$ cat config.mk
export PLATFORM = sky130hd
export DESIGN_NAME = mu_stream_downsize_flat
export DESIGN_NICKNAME = d
export VERILOG_FILES = /design/src/rtl/mu_stream_pkg.sv /design/src/rtl/mu_stream_downsize_if.sv /design/src/rtl/mu_stream_downsize.sv /design/src/flat_wrapper.sv
export SDC_FILE = /design/constraint.sdc
export NUM_CORES = 1
export LEC_CHECK = 0
export CORE_UTILIZATION = 54
export CTS_BUF_LIST = sky130_fd_sc_hd__clkbuf_4
export CTS_CLUSTER_SIZE = 10
export DETAILED_ROUTE_END_ITERATION = 10
export GPL_TIMING_DRIVEN = 0
export MAX_ROUTING_LAYER = met4
export PLACE_DENSITY_LB_ADDON = 0.3
export SLEW_MARGIN = 10
export SYNTH_ARGS = -nofsm -noshare
export SYNTH_HDL_FRONTEND = slang
export SYNTH_SLANG_ARGS = --single-unit
export TNS_END_PERCENT = 50
$ cat constraint.sdc
create_clock -name clk -period 5.9 [get_ports clk]
set_clock_uncertainty 0.2 [all_clocks]
set_input_delay 1.18 -clock clk [delete_from_list [all_inputs] [get_ports clk]]
set_output_delay 1.18 -clock clk [all_outputs]
set_load 0.005 [all_outputs]
$ cat src/rtl/mu_stream_pkg.sv
// Shared types and width helpers for the mu_stream width converters (downsize, later upsize).
package mu_stream_pkg;

    typedef enum logic {
        StEmpty = 1'b0,
        StHold  = 1'b1
    } ds_state_e;

    function automatic int unsigned stream_ratio(input int unsigned wide_w,
                                                 input int unsigned narrow_w);
        return (narrow_w == 0) ? 0 : wide_w / narrow_w;
    endfunction

    function automatic int unsigned stream_cnt_width(input int unsigned wide_w,
                                                     input int unsigned narrow_w);
        int unsigned r;
        r = stream_ratio(wide_w, narrow_w);
        return (r > 1) ? $clog2(r) : 1;
    endfunction

    // Legal only when the wide side splits into at least two whole narrow slices.
    function automatic bit stream_widths_legal(input int unsigned wide_w,
                                               input int unsigned narrow_w);
        return (narrow_w != 0) && ((wide_w % narrow_w) == 0) && ((wide_w / narrow_w) >= 2);
    endfunction

endpackage

$ cat src/rtl/mu_stream_downsize_if.sv
// Handshake bundle of mu_stream_downsize: wide word in, narrow slice out.
// master = surrounding logic driving the block, slave = the downsizer itself.
interface mu_stream_downsize_if #(
    parameter int unsigned IW = 64,
    parameter int unsigned OW = 16
);
    logic [IW-1:0] in_data;
    logic          in_valid;
    logic          in_ready;
    logic [OW-1:0] out_data;
    logic          out_valid;
    logic          out_ready;
    logic          out_last;
    logic          busy;

    modport master (
        output in_data, in_valid, out_ready,
        input  in_ready, out_data, out_valid, out_last, busy
    );

    modport slave (
        input  in_data, in_valid, out_ready,
        output in_ready, out_data, out_valid, out_last, busy
    );
endinterface

$ cat src/rtl/mu_stream_downsize.sv
// Serialises IW-bit words into IW/OW consecutive OW-bit slices, LSB-first, zero-bubble reload.
// Define MU_DOWNSIZE_MSB_FIRST_EN to emit slices MSB-first instead.
module mu_stream_downsize
    import mu_stream_pkg::*;
#(
    parameter int unsigned IW = 64,
    parameter int unsigned OW = 16
) (
    input  logic                clk,
    input  logic                rst_n,
    mu_stream_downsize_if.slave bus
);
    localparam int unsigned RATIO = stream_ratio(IW, OW);
    localparam int unsigned CW    = stream_cnt_width(IW, OW);
    localparam logic [CW-1:0] LAST_CNT = CW'(RATIO - 1);

    if (!stream_widths_legal(IW, OW)) begin : g_illegal_widths
        $error("mu_stream_downsize: IW must be a whole multiple of OW with IW/OW >= 2");
    end

    ds_state_e     state_q, state_d;
    logic [CW-1:0] cnt_q, cnt_d;
    logic [IW-1:0] sreg_q, sreg_d;
    logic          full, last, acc_in, acc_out;

    // in_ready reaches back through out_ready so a finishing word can be replaced same cycle.
    always_comb begin
        full          = (state_q == StHold);
        last          = full && (cnt_q == LAST_CNT);
        acc_out       = full && bus.out_ready;
        acc_in        = bus.in_valid && (!full || (bus.out_ready && last));
        bus.out_valid = full;
        bus.busy      = full;
        bus.out_last  = last;
        bus.in_ready  = !full || (bus.out_ready && last);
`ifdef MU_DOWNSIZE_MSB_FIRST_EN
        bus.out_data  = sreg_q[IW-1 -: OW];
`else
        bus.out_data  = sreg_q[OW-1:0];
`endif
    end

    always_comb begin
        state_d = state_q;
        cnt_d   = cnt_q;
        sreg_d  = sreg_q;
        unique case (state_q)
            StEmpty: begin
                if (acc_in) begin
                    sreg_d  = bus.in_data;
                    cnt_d   = '0;
                    state_d = StHold;
                end
            end
            StHold: begin
                if (acc_out) begin
                    if (last) begin
                        cnt_d = '0;
                        if (acc_in) begin
                            sreg_d = bus.in_data;
                        end else begin
                            state_d = StEmpty;
                        end
                    end else begin
                        cnt_d = cnt_q + CW'(1);
`ifdef MU_DOWNSIZE_MSB_FIRST_EN
                        sreg_d = sreg_q << OW;
`else
                        sreg_d = sreg_q >> OW;
`endif
                    end
                end
            end
        endcase
    end

    always_ff @(posedge clk) begin
        if (!rst_n) begin
            state_q <= StEmpty;
            cnt_q   <= '0;
        end else begin
            state_q <= state_d;
            cnt_q   <= cnt_d;
        end
    end

    // Holding register needs no reset: it is only observed while state_q is StHold.
    always_ff @(posedge clk) begin
        sreg_q <= sreg_d;
    end
endmodule
$ cat src/flat_wrapper.sv
// flat-port wrapper written by rule: the top's interface ports become plain ports
module mu_stream_downsize_flat import mu_stream_pkg::*;
#(
    parameter int unsigned IW = 64,
    parameter int unsigned OW = 16
)
  (clk, rst_n, bus_in_data, bus_in_valid, bus_out_ready, bus_in_ready, bus_out_data, bus_out_valid, bus_out_last, bus_busy);
  mu_stream_downsize_if #(.IW(IW), .OW(OW)) bus_i ();
  input  logic clk;
  input  logic rst_n;
  input wire logic [$bits(bus_i.in_data)-1:0] bus_in_data;
  input wire logic [$bits(bus_i.in_valid)-1:0] bus_in_valid;
  input wire logic [$bits(bus_i.out_ready)-1:0] bus_out_ready;
  output wire logic [$bits(bus_i.in_ready)-1:0] bus_in_ready;
  output wire logic [$bits(bus_i.out_data)-1:0] bus_out_data;
  output wire logic [$bits(bus_i.out_valid)-1:0] bus_out_valid;
  output wire logic [$bits(bus_i.out_last)-1:0] bus_out_last;
  output wire logic [$bits(bus_i.busy)-1:0] bus_busy;
  assign bus_i.in_data = bus_in_data;
  assign bus_i.in_valid = bus_in_valid;
  assign bus_i.out_ready = bus_out_ready;
  assign bus_in_ready = bus_i.in_ready;
  assign bus_out_data = bus_i.out_data;
  assign bus_out_valid = bus_i.out_valid;
  assign bus_out_last = bus_i.out_last;
  assign bus_busy = bus_i.busy;
  mu_stream_downsize #(.IW(IW), .OW(OW)) u_core (.clk(clk), .rst_n(rst_n), .bus(bus_i));
endmodule
==> results_dict.tcl <==
set metrics [dict create \
    pin_count 88 \
    layout-drive-gt1-share 0.119 \
    setup_tns_ns 0 \
    viasPerCell 5.63 \
    nets 434 \
    rsz0062_at_grt "no" \
    postCtsHoldBufs 0 \
    setup_viol 0 \
    n_antenna_cell 0 \
    synthCells 267 \
    path_class "input port to output pin" \
    fmax_ghz 0.234 \
    grt_overflow 0 \
    worst-endpoint-required_ns 4.52 \
    syn_area_um2 3390 \
    post-cts-setup-buffer-count 0 \
    cts.sinks 67 \
    portBuffers 87 \
    syn_area_per_cell_um2 12.7 \
    drtIter0Drc 205 \
    floorplan.initialDensity 0.566 \
    max_slew_margin 0.412 \
    wl_per_cell_um 16.5 \
    holdWs_ns 0.290 \
    total_leakage_power_nw 1.71 \
    min_period_ns 4.28 \
    grt_pass1_vias 2461 \
    clockBufferDepth 2 \
    drc 0 \
    syn2layout_area_growth_pct 31.9 \
    grt_max_degree 66 \
    ant_nets 0 \
    ys_seq_area_frac 0.585 \
    firstDrtPassIters 5 \
    grt_first_pass_wirelength_mm 11.6 \
    drv_slew 0 \
    critPathLaunchType "input port" \
    grt_use_total 0.249 \
    hold_viol_final 0 \
    core_region_area_um2 5990 \
    ctsRootBufferMaster "clkbuf_4" \
    dieArea_um2 6600 \
    worst-slew-pin-transition_ns 0.882 \
    drv_cap 0 \
    hpwl_mm 5.38 \
    h-tree-depth 3 \
    wirelength_mm 7.32 \
    rows 28 \
    path_clk_slew_ns 0.10 \
    cts_tree "yes" \
    yosysWarnings 0 \
    cts_buffers 9 \
    die_x_um 81.2 \
    cts_resized 0 \
    globalplace.congestion 0.763 \
    synth_cell_types 25 \
    vias 2505 \
    antenna_found_initial 0 \
    status "complete, no violations" \
    ys_ff_latch 67 \
    fin_crit_sh 0.725 \
    min_path_type "flop to flop" \
    syn-num-nets 336 \
    crit_arrival_ns 2.90 \
    irDropWorstVdd_v 0.000133 \
    cp-end-kind "output pin" \
    cp_max_fo 10 \
    clkLatencyLatePin_ns 0.39 \
    power_density_nw_per_um2 262 \
    die_y_um 81.2 \
]
==> per-layer routing <==
| metal | routed length, µm | vias to the layer above | track usage |
|---|---|---|---|
| met5 | 0 | - | - |
| met4 | 136 | 0 | 0.102 |
| met3 | 495 | 12 | 0.0404 |
| met2 | 3600 | 120 | 0.417 |
| met1 | 3090 | 1159 | 0.299 |
| li1 | - | 1214 | - |
==> path summary, 6_finish.rpt <==
| path | from | to | slack (ns) | cells after the start |
|---|---|---|---|---|
| setup / recovery | bus_out_ready | bus_in_ready | 1.62 | 5 |
| hold / removal | u_core.cnt_q[0] | u_core.cnt_q[0] | 0.29 | 2 |
| setup reg to reg | u_core.bus.busy | u_core.sreg_q[34] | 3.21 | 5 |
| hold reg to reg | u_core.cnt_q[0] | u_core.cnt_q[0] | 0.29 | 2 |
==> sequential cells by signal, summed over array words and instances (netlist names) <==
name,cells
u_core.sreg_q,64
u_core.cnt_q,2
u_core.bus.busy,1
==> stage by stage <==
stage,area (µm²),total power [mW],instances,setup slack [ns],util
after floorplan,3390,0.796,267,1.91,-
after global placement,4350,0.907,429,0.687,0.727
after detailed placement,4360,0.923,429,1.63,0.727
after CTS,4470,1.17,445,1.62,0.746
after global routing,4470,1.22,445,1.51,0.746
final,4470,1.17,445,1.62,0.746
==> placed cells by master, fill, tap and decap left out, drive strengths merged <==
master	n
or2b	2
and2b	1
clkinv	2
buf	28
a21bo	1
and2	50
clkbuf	25
edfxtp	64
o21ai	16
nand3	16
mux2i	1
a32oi	1
a221o	48
inv	1
dfxtp	3
clkinvlp	1
nand2	17
a21oi	1
nand3b	1
a21boi	2
ha	1
clkdlybuf4s50	87
nor2b	1
==> critical path, cell delays in order <==
cell and delay [ns]:
clkdlybuf4s50_1 0.55, a21bo_1 0.15, buf_6 0.13, clkbuf_1 0.32
clkdlybuf4s50_1 0.58
==> synth_stat cells <==
cell,n,area [µm²]
buf_8,4,60.1
a21boi_0,2,15.0
nand3b_1,1,7.51
edfxtp_1,64,1920
buf_6,3,33.8
and2b_1,1,7.51
a32oi_1,1,8.76
o21ai_0,10,50.1
a221o_1,48,480
nand2_1,17,63.8
buf_4,17,128
a21oi_1,1,5.00
nand3_1,16,80.1
buf_2,4,20.0
and2_4,1,8.76
a21bo_1,1,10.0
ha_1,1,12.5
or2b_1,2,15.0
and2_1,49,307
inv_1,1,3.75
o21ai_1,6,30.0
nor2b_1,1,6.26
mux2i_1,1,10.0
clkbuf_1,12,45.0
dfxtp_1,3,60.1
==> final cells by class <==
| class | instances | area, µm² |
|---|---|---|
| well taps | 75 | 93.8 |
| flip-flops and latches | 67 | 1980 |
| fillers | 427 | 1520 |
| multi-input cells | 159 | 1120 |
| clock buffers | 13 | 97.6 |
| repair buffers | 87 | 871 |
| plain buffers | 40 | 287 |
| inverters | 1 | 3.75 |
| clock inverters | 3 | 15.0 |
==> cells by family (layout without fill, tap and decap cells) <==
logic type / Yosys count / in the layout / share of synthesized area
compound gates: 69 / 69 / 0.177
buf+inv: 41 / 144 / 0.0856
simple gates: 88 / 88 / 0.146
flops: 67 / 67 / 0.585
fa+ha+maj: 1 / 1 / 0.00369
mux: 1 / 1 / 0.00295
==> report_power, final <==
group	internal (mW)	switching [mW]	total (mW)
combinational	0.167	0.0917	0.259
clock	0.103	0.154	0.258
sequential	0.615	0.0415	0.656
total	0.885	0.287	1.17
Note: power is estimated with default switching activity, not from simulation.
